## config.mk

```make
export PLATFORM = sky130hd
export DESIGN_NAME = bit_serializer
export DESIGN_NICKNAME = d
export VERILOG_FILES = /design/src/rtl/ser_pkg.sv /design/src/rtl/ser_bit_counter.sv /design/src/rtl/bit_serializer.sv
export SDC_FILE = /design/constraint.sdc
export NUM_CORES = 1
export LEC_CHECK = 0
export BUFFER_PORTS_ARGS = -buffer_cell sky130_fd_sc_hd__buf_2
export CORE_AREA = 2 2 42 44
export DETAILED_ROUTE_END_ITERATION = 8
export DIE_AREA = 0 0 44 46
export GPL_TIMING_DRIVEN = 1
export PLACE_DENSITY_LB_ADDON = 0.2
export SETUP_SLACK_MARGIN = 0.5
export SLEW_MARGIN = 10
export SYNTH_ARGS = -nofsm -noshare
export SYNTH_HDL_FRONTEND = slang
export SYNTH_SLANG_ARGS = --single-unit
```

## constraint.sdc

```tcl
create_clock -name clk -period 2 [get_ports clk]
set_clock_uncertainty 0.2 [all_clocks]
set_input_delay 0.2 -clock clk [delete_from_list [all_inputs] [get_ports clk]]
set_output_delay 0.2 -clock clk [all_outputs]
set_load 0.005 [all_outputs]
```

## src/rtl/ser_pkg.sv

```systemverilog
// ser_pkg -- shared definitions for the bit_serializer slice.
//   SER_WIDTH_DEFAULT : default word length in bits
//   ser_state_e       : serializer FSM state encoding (IDLE, SHIFT)
//   ser_cnt_width()   : bit-counter width needed to hold WIDTH-1
package ser_pkg;

   localparam int unsigned SER_WIDTH_DEFAULT = 8;

   typedef enum logic [0:0] {
      IDLE  = 1'b0,
      SHIFT = 1'b1
   } ser_state_e;

   function automatic int unsigned ser_cnt_width(input int unsigned w);
      return (w <= 2) ? 1 : $clog2(w);
   endfunction

endpackage

```

## src/rtl/ser_bit_counter.sv

```systemverilog
// ser_bit_counter -- down-counter tracking the bits left in the current word.
//   clk    : clock, all updates on posedge
//   rst    : synchronous active-high reset, clears the count to 0
//   load_i : load WIDTH-1 (takes priority over en_i)
//   en_i   : decrement by one; holds at zero
//   zero_o : high when the count is zero
module ser_bit_counter
   import ser_pkg::*;
#(
   parameter int unsigned WIDTH = SER_WIDTH_DEFAULT
) (
   input  logic clk,
   input  logic rst,
   input  logic load_i,
   input  logic en_i,
   output logic zero_o
);

   localparam int unsigned CW = ser_cnt_width(WIDTH);

   logic [CW-1:0] cnt_q;
   logic [CW-1:0] cnt_d;

   always_comb begin
      cnt_d = cnt_q;
      if (load_i) begin
         cnt_d = CW'(WIDTH - 1);
      end else if (en_i && (cnt_q != '0)) begin
         cnt_d = cnt_q - CW'(1);
      end
   end

   always_ff @(posedge clk) begin
      if (rst) begin
         cnt_q <= '0;
      end else begin
         cnt_q <= cnt_d;
      end
   end

   assign zero_o = (cnt_q == '0);

endmodule

```

## src/rtl/bit_serializer.sv

```systemverilog
// bit_serializer -- parallel-to-serial converter with valid/ready load handshake.
//   clk        : clock, all updates on posedge
//   rst        : synchronous active-high reset, aborts any word in progress
//   load_valid : load_data holds a word to send
//   load_data  : WIDTH-bit word to serialize
//   load_ready : word accepted this cycle when load_valid is also high
//   shift_en   : advance-one-bit strobe; low stalls the word in place
//   sout       : serial bit (0 while idle)
//   sout_valid : sout carries a word bit
//   done       : one-cycle pulse the cycle after the last bit is shifted out
// Build option: define BIT_SERIALIZER_LSB_FIRST_EN to send bit 0 first;
// otherwise bit WIDTH-1 goes first.
module bit_serializer
   import ser_pkg::*;
#(
   parameter int unsigned WIDTH = SER_WIDTH_DEFAULT
) (
   input  logic             clk,
   input  logic             rst,
   input  logic             load_valid,
   input  logic [WIDTH-1:0] load_data,
   output logic             load_ready,
   input  logic             shift_en,
   output logic             sout,
   output logic             sout_valid,
   output logic             done
);

   ser_state_e       state_q;
   ser_state_e       state_d;
   logic [WIDTH-1:0] shreg_q;
   logic [WIDTH-1:0] shreg_d;
   logic             done_q;
   logic             done_d;
   logic             cnt_zero;
   logic             last_bit;
   logic             advance;
   logic             accept;

   // Last bit leaves this cycle; a new word may be taken in the same cycle,
   // which keeps back-to-back words gapless.
   assign last_bit = (state_q == SHIFT) && shift_en && cnt_zero;
   assign advance  = (state_q == SHIFT) && shift_en && !cnt_zero;
   assign accept   = load_valid && load_ready;

   ser_bit_counter #(
      .WIDTH (WIDTH)
   ) u_cnt (
      .clk    (clk),
      .rst    (rst),
      .load_i (accept),
      .en_i   (advance),
      .zero_o (cnt_zero)
   );

   // State register
   always_ff @(posedge clk) begin
      if (rst) begin
         state_q <= IDLE;
      end else begin
         state_q <= state_d;
      end
   end

   // Next-state logic
   always_comb begin
      state_d = state_q;
      case (state_q)
         IDLE: begin
            if (accept) begin
               state_d = SHIFT;
            end
         end
         SHIFT: begin
            if (last_bit) begin
               state_d = accept ? SHIFT : IDLE;
            end
         end
         default: state_d = IDLE;
      endcase
   end

   // Outputs
   always_comb begin
      load_ready = 1'b0;
      sout_valid = 1'b0;
      sout       = 1'b0;
      case (state_q)
         IDLE: begin
            load_ready = 1'b1;
         end
         SHIFT: begin
            load_ready = last_bit;
            sout_valid = 1'b1;
`ifdef BIT_SERIALIZER_LSB_FIRST_EN
            sout       = shreg_q[0];
`else
            sout       = shreg_q[WIDTH-1];
`endif
         end
         default: begin
            load_ready = 1'b0;
         end
      endcase
   end

   // Shift register and done pulse
   always_comb begin
      shreg_d = shreg_q;
      if (accept) begin
         shreg_d = load_data;
      end else if (advance) begin
`ifdef BIT_SERIALIZER_LSB_FIRST_EN
         shreg_d = {1'b0, shreg_q[WIDTH-1:1]};
`else
         shreg_d = {shreg_q[WIDTH-2:0], 1'b0};
`endif
      end
      done_d = last_bit;
   end

   always_ff @(posedge clk) begin
      if (rst) begin
         shreg_q <= '0;
         done_q  <= 1'b0;
      end else begin
         shreg_q <= shreg_d;
         done_q  <= done_d;
      end
   end

   assign done = done_q;

endmodule

```

==> summary.md, run 1 <==
The run finished with clean final reports. The async set-reset flop share out of synthesis came out at 0. Initial antenna violation count: 0.

The number of different library cells in the post-synthesis netlist was 27; the sequential element share of the synthesized area was 0.347. After detailed routing, the average wire length per cell comes to 14.2 um. The logs give 124 for the final instance count without filler cells and 15 for the number of rows in the core area. Timing would allow up to 615 MHz.

The worst endpoint required time was 1.60 ns; the number of iterations in the first detailed-routing pass was 4. The completed layout was analyzed and its total power is 655 uW. The category of the worst setup path launch point was a flop. Maximum fanout along the worst path: 3.

In the detailed route, the total length drawn on met3 is 100 um. IR analysis of the VDD net gives a maximum drop of 0.309 mV. The count of buffering cells on the critical path with inverters included came out at 3. In this run the mean area of a mapped cell was 8.61 um2. In this run the remaining antenna-violating nets after routing total 0. TritonCTS built the clock tree. The worst setup path is of the flop to primary output kind.

The share of the clock period used by the worst path after layout is 0.813. The largest delay contributor family on the critical path was flip-flops. The via density per instance works out to 5.77.

Switching share of power: 0.302. The clock reaches the later pin of the worst-skew pair after 0.27 ns. Routed signal wires occupy layers up through met4. The die span in y works out to 46 um. The via count of the first global-routing pass was 599.

The cell count after placement was 113. The logs give 87 for the number of instances in the synthesized netlist and 1760 um for the total length of routed wires. The shortest period the worst path allows is 1.63 ns, and the count of warnings emitted by yosys is 0. In this run, synthesis produced a sequential element count of 13.

Setup repair after global routing could not meet its margin everywhere. The maximum buffer depth of the clock tree was 2; the net count reported at finish was 122. The number of failing hold endpoints at the final stage came out at 0. Class of the tightest hold or removal check: input port to flop.

The detailed-route DRC error count came out at 0. Among the stages of the critical path, the cell type that occurs most often is sky130_fd_sc_hd__buf_6. For this design, the sink count on the clock tree is 13. The clock transition at the register clock pins on the worst setup and hold paths after CTS works out to 0.08 ns. The tools report the count of final setup violators as 0.

The floorplan step set the die width to 44 um. The repair_antennas step left the layout with diodes totalling 0. The run gives 1070 um as the half-perimeter wire length after detailed placement. The part of the power in combinational logic was 0.301. The post-synthesis to final-layout area growth works out to 31.2%.

Ranked by total cell area, the synthesized netlist is headed by sky130_fd_sc_hd__dfxtp_1 (35%), sky130_fd_sc_hd__a311oi_2 (12%), sky130_fd_sc_hd__nand2b_1 (7.5%), sky130_fd_sc_hd__o21ai_0 (6.7%), sky130_fd_sc_hd__a21oi_1 (5.3%). Entering global routing, the biggest net connects 15 pins. The overall die area was 2020 um2; the total CTS buffers was 3.

The flip-flop cell with the highest count after synthesis was sky130_fd_sc_hd__dfxtp_1. Traced cell by cell, the critical path runs through inv_2 > ha_4 > nand3b_1 > buf_6 > nand2_2 > buf_6. The clock network fraction of total power was 0.245; the power spent charging and discharging nets was 198 uW.

The congestion estimate from routability-driven global placement came to 0.736. The nature of the critical path endpoint is a primary output. Largest area contributor in the synthesized netlist: sky130_fd_sc_hd__dfxtp_1.

For the detailed-routing wirelength on met1, the log shows 760 um. The fraction of layout cells with a size suffix above 1 works out to 0.439. Static power due to leakage: 0.000376 uW.

The portion of total power attributed to sequential cells is 0.454. Summed over all nets, wire length on met2 after detailed routing comes to 845 um. The number of nets produced by synthesis is 101, and the total grt overflow is 0. The first global-routing pass estimated 2820 um of wire. The largest individual stage delay along the critical path comes from the cell sky130_fd_sc_hd__dfxtp_2. The final total negative setup slack was 0 ns. sky130_fd_sc_hd__dfxtp_1 is the most common cell in the netlist.

The max-slew headroom at the worst pin came out at 0.756. For this block, the via count after detailed routing is 715. The run gives 0.191 as the total global routing track utilization. The number of primary I/O pins was 16.

Starting density of the core: 0.464. The logs give 749 um2 for the cell area after synthesis and 0.114 ns for the final hold slack. Ranked by instance count, the synthesized netlist is headed by sky130_fd_sc_hd__dfxtp_1 (13), sky130_fd_sc_hd__o21ai_0 (10), sky130_fd_sc_hd__nand2b_1 (9), sky130_fd_sc_hd__a21oi_1 (8), sky130_fd_sc_hd__nand3_1 (8). The number of enable-type register cells in the synthesized netlist is 0, and the power density over cell area is 666 nW/um2.

Across the run, the number of max-cap violations was 0. The region available for standard cell placement spans 1610 um2. The tools report the number of max-slew violations in the final report as 0.

The maximum cell stage delay along the critical path is 0.33 ns, and the cell-internal power is 457 uW. Master cell of the clock root buffer: sky130_fd_sc_hd__clkbuf_4. For this block, the initial DRC count from the detailed router was 16. The portion of synthesized cell area occupied by the leading cell type works out to 0.347. The arrival time at the worst endpoint is 1.23 ns, and the number of buffer cells added on primary ports is 15. For the pin with the worst max-slew slack, the measured transition is 0.366 ns.

The number of levels in the clock H-tree came out at 1.
==> flip-flops by register name (all words and copies together), names as in the netlist <==
| signal | flops |
|---|---|
| done | 1 |
| state_q | 1 |
| shreg_q | 8 |
| u_cnt.cnt_q | 3 |
==> path summary, 6_finish.rpt <==
path | start | to | slack, ns | cells past startpoint
min reg2reg | u_cnt.cnt_q[0] | u_cnt.cnt_q[0] | 0.31 | 2
max reg2reg | u_cnt.cnt_q[1] | u_cnt.cnt_q[2] | 0.39 | 5
min | rst | state_q | 0.11 | 2
max | u_cnt.cnt_q[1] | load_ready | 0.37 | 6
==> cells in the final DEF (no fill, tap or decap) <==
cell type	Yosys	final
sky130_fd_sc_hd__inv_2	0	2
sky130_fd_sc_hd__dfxtp_2	0	3
sky130_fd_sc_hd__a31oi_4	0	1
sky130_fd_sc_hd__a311oi_2	6	7
sky130_fd_sc_hd__clkbuf_4	0	3
sky130_fd_sc_hd__o21ai_0	10	9
sky130_fd_sc_hd__a21bo_4	0	1
sky130_fd_sc_hd__o21ai_1	1	2
sky130_fd_sc_hd__inv_1	3	1
sky130_fd_sc_hd__nand2b_4	0	1
sky130_fd_sc_hd__or3_1	1	1
sky130_fd_sc_hd__buf_6	1	4
sky130_fd_sc_hd__o2bb2ai_1	1	1
sky130_fd_sc_hd__clkbuf_1	3	1
sky130_fd_sc_hd__nand3b_1	1	1
sky130_fd_sc_hd__nor2b_1	2	1
sky130_fd_sc_hd__nand2b_1	9	8
sky130_fd_sc_hd__nand3_1	8	8
sky130_fd_sc_hd__buf_4	1	6
sky130_fd_sc_hd__nor3b_1	1	1
sky130_fd_sc_hd__nand2_2	0	1
sky130_fd_sc_hd__and2_1	2	2
sky130_fd_sc_hd__mux2_2	1	1
sky130_fd_sc_hd__a31oi_1	3	2
sky130_fd_sc_hd__nand2_1	2	1
sky130_fd_sc_hd__ha_1	2	1
sky130_fd_sc_hd__a21oi_1	8	8
sky130_fd_sc_hd__or4_4	0	1
sky130_fd_sc_hd__nor2_1	1	1
sky130_fd_sc_hd__nor2b_4	0	1
sky130_fd_sc_hd__ha_4	0	1
sky130_fd_sc_hd__dfxtp_1	13	10
sky130_fd_sc_hd__dlygate4sd3_1	0	1
sky130_fd_sc_hd__buf_2	3	14
==> power groups by stage <==
stage | logic (uW) | registers (uW) | clock network (uW)
after detailed placement | 143 | 299 | 0
after CTS | 166 | 295 | 167
final | 197 | 298 | 160
after global placement | 142 | 299 | 0
after floorplan | 110 | 297 | 0
after global routing | 217 | 302 | 178
==> cell families (layout without fill, tap and decap cells) <==
group	Yosys count	count (layout)	synth area share
simple gates	28	28	0.215
mux	1	1	0.0150
compound gates	31	31	0.309
fa+ha+maj	2	2	0.0334
flops	13	13	0.347
buf+inv	12	32	0.0801
==> through the flow <==
stage	utilization	instance area [um2]	setup slack [ns]
6_report	0.609	983	0.375
5_1_grt	0.609	983	0.307
4_1_cts	0.564	910	0.402
3_5_place_dp	0.509	822	0.335
3_3_place_gp	0.509	822	0.376
2_1_floorplan	-	752	0.503
==> area by class of cell <==
| type | instances | area, um2 |
|---|---|---|
| Fill cell | 140 | 631 |
| Multi-Input combinational cell | 62 | 490 |
| Sequential cell | 13 | 264 |
| Timing Repair Buffer | 25 | 170 |
| Clock buffer | 4 | 26.3 |
| Tap cell | 17 | 21.3 |
| Inverter | 3 | 11.3 |
==> routing by layer <==
metal	GRT usage	up-vias
met5	0	-
met4	0.0727	0
met3	0.0357	8
met2	0.294	26
met1	0.262	326
li1	-	355
==> repair_timing <==
item                       4_1_cts  5_1_grt
pin swaps                        2        4
hold buffers                     1        0
hold endpoints to repair         1        0
setup buffers                    4        2
resized for setup               10       11
setup endpoints to repair       12       14
Power figures use the tool's default switching activity.
==> inputs of run 2 (changes only) <==
Clock period 2 ns to 1.6 ns, I/O delays scaled along.
==> summary.md, run 2 (synthesis gave the netlist of run 1 again) <==
The tools report the worst endpoint required time as 1.60 ns (about the same). For the placed cell area, the log shows 858 um2 (+4.4%). The maximum fanout along the worst path is 6 (+3), and the number of failing hold endpoints at the final stage is 0 (unchanged). Final total negative setup slack: -0.0865 ns (-0.0865 ns).

The tools report the startpoint of the most critical register-to-register path as u_cnt.cnt_q[1]. Setup repair after global routing could not meet its margin everywhere. The share of the clock period used by the worst path after layout was 1.02. The root buffer cell chosen for the clock tree is sky130_fd_sc_hd__clkbuf_4. The via count of the first global-routing pass is 721 (+20%), and the shortest period the worst path allows is 1.63 ns. The number of max-cap violations is 0 (unchanged).

The checks that failed: setup timing. Post-detailed-route count of antenna-violating nets: 0 (unchanged). The die span in y works out to 46 um (unchanged).

The flow ran to the end, but the final reports show violations. Count of final setup violators: 4 (+4). The min-delay analysis places its worst path in the category input port to flop.

The startpoint identified for the worst hold timing path is rst. The power density over cell area came out at 806 nW/um2 (+21%). The standard cell core area was 1610 um2 (unchanged).

The total CTS buffers is 3 (unchanged). The tools report the upper clock frequency limit as 612 MHz. The number of rows in the core area is 15 (unchanged), and the wire length of the first global-routing pass is 3160 um (+12%). The overall die area came out at 2020 um2 (unchanged). The number of vias in the routed layout is 747 (+4.5%).

The register ranked first by flip-flop count is shreg_q. The fraction of layout cells with a size suffix above 1 was 0.478 (+0.0386); the number of flip-flops in the largest register was 8 (unchanged). The largest registers in the layout are shreg_q: 8 flops, u_cnt.cnt_q: 3 flops. Category of the worst setup path launch point: a flop.

In this run the worst setup path begins at u_cnt.cnt_q[1]. The tools report the maximum number of pins on one net before global-route repair as 15 (unchanged). The tools report the nature of the critical path endpoint as a flop.

The transition time of the tightest slew-check pin was 0.342 ns (-0.0245 ns); the final standard cell area without fillers was 1040 um2 (+6.2%). The tools report the post-route core utilization as 0.647 (+0.0380). The tools report the max-slew headroom at the worst pin as 0.772 (+0.0163). The latest clock arrival within the worst-skew pair was 0.28 ns (about the same). The worst setup path is of the flop to flop kind. The run gives 1160 um (+8.5%) as the half-perimeter wire length after detailed placement.

The logs give 0.464 (unchanged) for the starting density of the core and 128 (+4.9%) for the net count reported at finish. The clock transition at the register clock pins on the worst setup and hold paths after CTS is 0.08 ns (about the same), and the number of primary I/O pins is 16 (unchanged). Horizontal die dimension: 44 um (unchanged). Leaving out fill and tap cells, the most frequent cells in the layout are sky130_fd_sc_hd__buf_2 (13), sky130_fd_sc_hd__o21ai_0 (10), sky130_fd_sc_hd__dfxtp_1 (10), sky130_fd_sc_hd__buf_4 (10), sky130_fd_sc_hd__nand2b_1 (9).

The logs give -0.0330 ns (-0.408 ns) for the final worst slack and 1 (unchanged) for the number of levels in the clock H-tree. The via density per instance is 5.75 (-0.35%), and the worst-case vdd ir drop is 0.458 mV (+48%). TritonCTS built the clock tree.

The total grt overflow is 0 (unchanged), and the number of max-slew violations in the final report is 0 (unchanged). The worst slack at placement came out at -0.0409 ns (-0.376 ns). The number of buffer cells added on primary ports is 15 (unchanged), and the total global routing track utilization is 0.217 (+0.0268).

Total inserted antenna cells: 0 (unchanged). Post-detailed-route wirelength per cell: 14.9 um (+4.9%). The detailed-route DRC error count came out at 0 (unchanged).

The tools report the number of iterations in the first detailed-routing pass as 4 (unchanged). Leaving out fill and tap cells, the most frequent cell in the layout is sky130_fd_sc_hd__buf_2. The arrival time at the worst endpoint came out at 1.63 ns (+0.40 ns). The logs give 12 (-4) for the initial detailed-routing violation count and 2 (unchanged) for the maximum buffer depth of the clock tree. The maximum cell stage delay along the critical path is 0.33 ns (about the same). The final weighted congestion in routability-driven placement is 0.745 (+1.3%), and the number of clock sinks is 13 (unchanged). Traced cell by cell, the critical path runs through inv_2 > ha_4 > nand3b_1 > buf_4 > a21bo_4 > a311oi_2. For the filler cell count in the final layout, the log shows 144 (+2.9%). The post-synthesis to final-layout area growth works out to 39.4%.

Total length of routed wires: 1930 um (+10%). The static power due to leakage is 0.000408 uW (+8.6%), and the initial antenna violation count is 0 (unchanged). The standard cell with the maximum stage delay on the critical path is sky130_fd_sc_hd__dfxtp_2.
## run 2: where the power goes
group          leakage, uW  total, uW  internal, uW  switching, uW
registers         0.000109        370           353           16.6
clock network    0.0000150        211          96.9            114
logic             0.000285        262           132            130
total             0.000408        842           582            260
## run 2: worst paths after layout
check                           cells past startpoint              to  slack (ns)
worst max-delay path                                6      shreg_q[6]       -0.03
worst min-delay path                                2         state_q        0.04
worst max register to register                      6      shreg_q[6]       -0.03
worst min register to register                      2  u_cnt.cnt_q[1]        0.31
## run 2: per-layer routing
metal	vias to the layer above	routed length, um	global-route usage
li1	371	-	-
met2	23	949	0.388
met4	0	27	0.0545
met3	4	111	0.0714
met5	-	0	0
met1	349	846	0.249
## run 2: per-stage QoR
| step | std cells | hold slack (ns) | power (uW) |
|---|---|---|---|
| 2_1_floorplan | 87 | 0.0279 | 527 |
| 3_3_place_gp | 116 | 0.236 | 566 |
| 3_5_place_dp | 116 | 0.236 | 569 |
| 4_1_cts | 129 | 0.0432 | 843 |
| 5_1_grt | 130 | 0.0751 | 887 |
| 6_report | 130 | 0.0444 | 842 |
## run 2: worst max-delay path: cells and delay by family, from the launching register on
| family | cells | cell delay (ns) |
|---|---|---|
| AO/OA/AOI/OAI | 2 | 0.49 |
| adder cells (fa/ha/maj) | 1 | 0.15 |
| buffers and inverters | 2 | 0.25 |
| flip-flops | 1 | 0.33 |
| AND/OR/NAND/NOR | 1 | 0.14 |
## run 2: timing repair
item | in CTS | in global routing
pin swaps | 5 | 0
endpoints found under the setup margin | 16 | 16
hold buffers | 1 | 0
resized for setup | 18 | 2
setup buffers | 7 | 1
hold endpoints to repair | 1 | 0
gates cloned | 1 | 0
## run 2: final cells by class
class	instances	area, um2	share of cell area
tap	17	21.3	0.0204
sequential	13	267	0.255
clock buffer	4	26.3	0.0251
inverter	3	11.3	0.0108
multi-input combinational	63	498	0.477
timing repair buffer	30	221	0.212
==> inputs of run 3 (changes only) <==
Settings changed: ABC_AREA from default to 1.
==> summary.md, run 3 <==
The flow ran to the end, but the final reports show violations. The final reports fail on setup timing. TritonCTS built the clock tree. The number of cells traversed by the worst hold path was 5 (+3).

The number of vias in the routed layout was 697 (-6.7%). The startpoint identified for the worst hold timing path is load_data[5]. Starting density of the core: 0.490 (+0.0256). By count the netlist is led by sky130_fd_sc_hd__nand2_1 (26), sky130_fd_sc_hd__inv_1 (14), sky130_fd_sc_hd__dfxtp_1 (13), sky130_fd_sc_hd__a21oi_2 (9), sky130_fd_sc_hd__nand3_2 (9). Setup repair after global routing could not meet its margin everywhere. Class of the tightest hold or removal check: input port to flop. The cell with the most instances after synthesis was sky130_fd_sc_hd__nand2_1. The logs give 2020 um2 (unchanged) for the overall die area and 0 (unchanged) for the total inserted antenna cells. Number of nets produced by synthesis: 114 (+13%). The number of enable-type register cells in the synthesized netlist is 0 (unchanged). Total global routing track utilization: 0.185 (-0.0325). The worst endpoint required time is 1.24 ns (-0.36 ns), and the part of the power in combinational logic is 0.307 (-0.004). The detailed-route DRC error count is 0 (unchanged), and the average instance area after synthesis is 7.91 um2 (-8.2%).

The latest clock arrival within the worst-skew pair was 0.28 ns (about the same). The largest delay contributor family on the critical path was flip-flops. For the number of rows in the core area, the log shows 15 (unchanged). Traced cell by cell, the critical path runs through inv_2 > ha_4 > inv_2 > nor2_4 > nand2_2 > nand2_4 > buf_6 > buf_6. The run gives 0.00289 ns (+0.0438 ns) as the worst slack at placement. The most used flip-flop cell after synthesis is sky130_fd_sc_hd__dfxtp_1.

The worst reg2reg path endpoint is shreg_q[7]. The final weighted congestion in routability-driven placement came out at 0.712 (-4.4%). The shortest period the worst path allows is 1.63 ns (-0.00673 ns). The post-detailed-route wirelength per cell is 11.2 um (-25%). For the net count reported at finish, the log shows 144 (+13%).

The overall power consumption was 835 uW (-0.76%); the depth of the most critical reg-to-reg path was 11 (+5). The portion of synthesized cell area occupied by the leading cell type was 0.329 (-0.0181). The total CTS buffers came out at 3 (unchanged). On the critical path, the stage with the largest delay is an instance of sky130_fd_sc_hd__dfxtp_2. The transition time of the tightest slew-check pin was 0.359 ns (+0.0174 ns); the post-route core utilization was 0.667 (+0.0202). The run gives 16 (unchanged) as the number of primary I/O pins. Tracing the worst setup path back leads to its startpoint at u_cnt.cnt_q[0]. The startpoint identified for the worst register-to-register timing path is u_cnt.cnt_q[0]. The die span in y came out at 46 um (unchanged). The critical path in this run is classified as flop to primary output. The power spent charging and discharging nets was 263 uW (+1.3%); the cell count along the critical path was 8 (+2). For the standard cell core area, the log shows 1610 um2 (unchanged). The power density over cell area works out to 775 nW/um2 (-3.8%). The final worst slack is -0.0263 ns (+0.00673 ns).

The max-slew headroom at the worst pin came out at 0.761 (-0.0116). By area the synthesized netlist is led by sky130_fd_sc_hd__dfxtp_1 (33%), sky130_fd_sc_hd__nand2_1 (12%), sky130_fd_sc_hd__nand3_2 (11%), sky130_fd_sc_hd__a21oi_2 (10%), sky130_fd_sc_hd__inv_1 (6.6%). The maximum fanout along the worst path was 3 (-3). For the arrival time at the worst endpoint, the log shows 1.27 ns (-0.36 ns). The initial antenna violation count was 0 (unchanged). The worst hold path terminates at shreg_q[5].

The run gives 14 (-1) as the maximum number of pins on one net before global-route repair. The run gives 572 uW (-1.7%) as the cell-internal power. The switching share of power was 0.315 (+0.00626). The share of the clock period used by the worst path after layout came out at 1.02 (-0.00421).

The largest registers in the layout are shreg_q: 8 flops, u_cnt.cnt_q: 3 flops. Final total negative setup slack: -0.0311 ns (+0.0554 ns). For the static power due to leakage, the log shows 0.000511 uW (+25%). Count of buffering cells on the critical path with inverters included: 4 (+2). The run gives 484 um2 (-2.8%) as the area of combinational cells with multiple inputs.

The slack of the worst reg-to-reg path was 0 ns (+0.03 ns); the total grt overflow was 0 (unchanged). The post-synthesis sequential element count was 13 (unchanged). The root buffer cell chosen for the clock tree is sky130_fd_sc_hd__clkbuf_4. The register ranked first by flip-flop count was shreg_q.

The number of max-cap violations was 0 (unchanged). The run gives 2 (unchanged) as the maximum buffer depth of the clock tree. The run gives 1 (unchanged) as the number of levels in the clock H-tree.

The tools report the post-detailed-route count of antenna-violating nets as 0 (unchanged). The nature of the critical path endpoint was a primary output. The logs give 0.370 mV (-19%) for the worst-case vdd ir drop and 0.329 (-0.0181) for the sequential element share of the synthesized area. The via density per instance was 4.77 (-17%). The library cell used most frequently in the layout, excluding fill and tap cells, is sky130_fd_sc_hd__nand2_1.

Via count of the first global-routing pass: 641 (-11%). The number of buffer cells added on primary ports works out to 15 (unchanged). The library cells used most frequently in the layout, excluding fill and tap cells, are sky130_fd_sc_hd__nand2_1 (23), sky130_fd_sc_hd__buf_2 (13), sky130_fd_sc_hd__inv_1 (11), sky130_fd_sc_hd__a21oi_2 (10), sky130_fd_sc_hd__dfxtp_1 (10).

Count of final setup violators: 2 (-2). The maximum cell stage delay along the critical path came out at 0.32 ns (about the same). Summed over all instances, the cell type with the most area after synthesis is sky130_fd_sc_hd__dfxtp_1. The post-synthesis to final-layout area growth came out at 36.2%. The clock network fraction of total power was 0.248 (-0.002); the wire length of the first global-routing pass was 2720 um (-14%). The clock transition at the register clock pins on the worst setup and hold paths after CTS works out to 0.09 ns (about the same). The tools report the cell area after synthesis as 791 um2 (+5.5%).

The tools report the area used by sequential logic in the layout as 267 um2 (unchanged). The worst setup path is launched from a flop. The number of flip-flops in the largest register is 8 (unchanged). The run gives 134 (-6.9%) as the filler cell count in the final layout. The half-perimeter wire length after detailed placement came out at 983 um (-15%).

For the final hold slack, the log shows 0.0326 ns (-0.0118 ns). The logs give 0 (unchanged) for the number of failing hold endpoints at the final stage and 0 (unchanged) for the count of warnings emitted by yosys. The logs give 20 (-26%) for the number of different library cells in the post-synthesis netlist and 1630 um (-16%) for the total length of routed wires. The async set-reset flop share out of synthesis was 0 (unchanged); the number of clock sinks was 13 (unchanged). The logs give 7 (-5) for the initial detailed-routing violation count and 0 (unchanged) for the number of max-slew violations in the final report. The horizontal die dimension works out to 44 um (unchanged). The number of iterations in the first detailed-routing pass was 6 (+2).

The upper clock frequency limit is 615 MHz (+0.41%), and the portion of total power attributed to sequential cells is 0.445 (+0.006). The number of instances in the synthesized netlist was 100 (+15%); the fraction of layout cells with a size suffix above 1 was 0.543 (+0.0648).
-- run 3: layout make-up --
class	count	area share
Multi-Input combinational cell	67	0.449
Sequential cell	13	0.247
Timing Repair Buffer	29	0.199
Inverter	16	0.0604
Clock buffer	4	0.0244
Tap cell	17	0.0197
-- run 3: timing repair --
item,in CTS,in global routing
pin swaps,9,1
endpoints found under the hold margin,1,0
gates cloned,1,0
hold buffers,1,0
gates resized for setup,20,0
endpoints found under the setup margin,16,16
buffers inserted,8,1
-- run 3: logic make-up (layout without fill, tap and decap cells) --
group / count (synthesis) / in the layout / synth area share
AND/OR/NAND/NOR: 51 / 52 / 0.369
adder cells (fa/ha/maj): 2 / 2 / 0.0316
flip-flops: 13 / 13 / 0.329
buffers and inverters: 21 / 49 / 0.141
XOR/XNOR: 1 / 1 / 0.0111
AO/OA/AOI/OAI: 12 / 12 / 0.119
-- run 3: routing by layer --
| layer | wire length, um | up-vias | global-route usage |
|---|---|---|---|
| met5 | 0 | - | 0 |
| met4 | 0 | 0 | 0.0727 |
| met3 | 61 | 0 | 0.0357 |
| met2 | 857 | 18 | 0.326 |
| met1 | 714 | 309 | 0.219 |
| li1 | - | 370 | - |
-- run 3: how the worst max path moves through the flow --
stage | to | slack (ns)
6_report | load_ready | -0.03
5_1_grt | shreg_q[4] | -0.1
4_1_cts | load_ready | -0.02
3_5_place_dp | shreg_q[4] | 0.003
3_3_place_gp | shreg_q[4] | 0.05
2_1_floorplan | shreg_q[0] | 0.14
-- run 3: power groups by stage --
stage | registers (uW) | clock network, uW | logic (uW)
2_1_floorplan | 375 | 0 | 154
3_3_place_gp | 378 | 0 | 181
3_5_place_dp | 378 | 0 | 186
4_1_cts | 373 | 218 | 251
5_1_grt | 375 | 227 | 282
6_report | 372 | 207 | 256
-- run 3: per-stage QoR --
step / cells / instance area [um2]
global placement: 131 / 880
finish: 146 / 1080
detailed placement: 131 / 880
global route: 146 / 1080
floorplan: 100 / 808
CTS: 145 / 1070
-- run 3: tightest hold or removal path, cell delays in order --
cell and delay, ns:
sky130_fd_sc_hd__buf_2 0.07, sky130_fd_sc_hd__inv_1 0.03, sky130_fd_sc_hd__nand3_1 0.07, sky130_fd_sc_hd__nand2_1 0.06, sky130_fd_sc_hd__a21oi_2 0.10
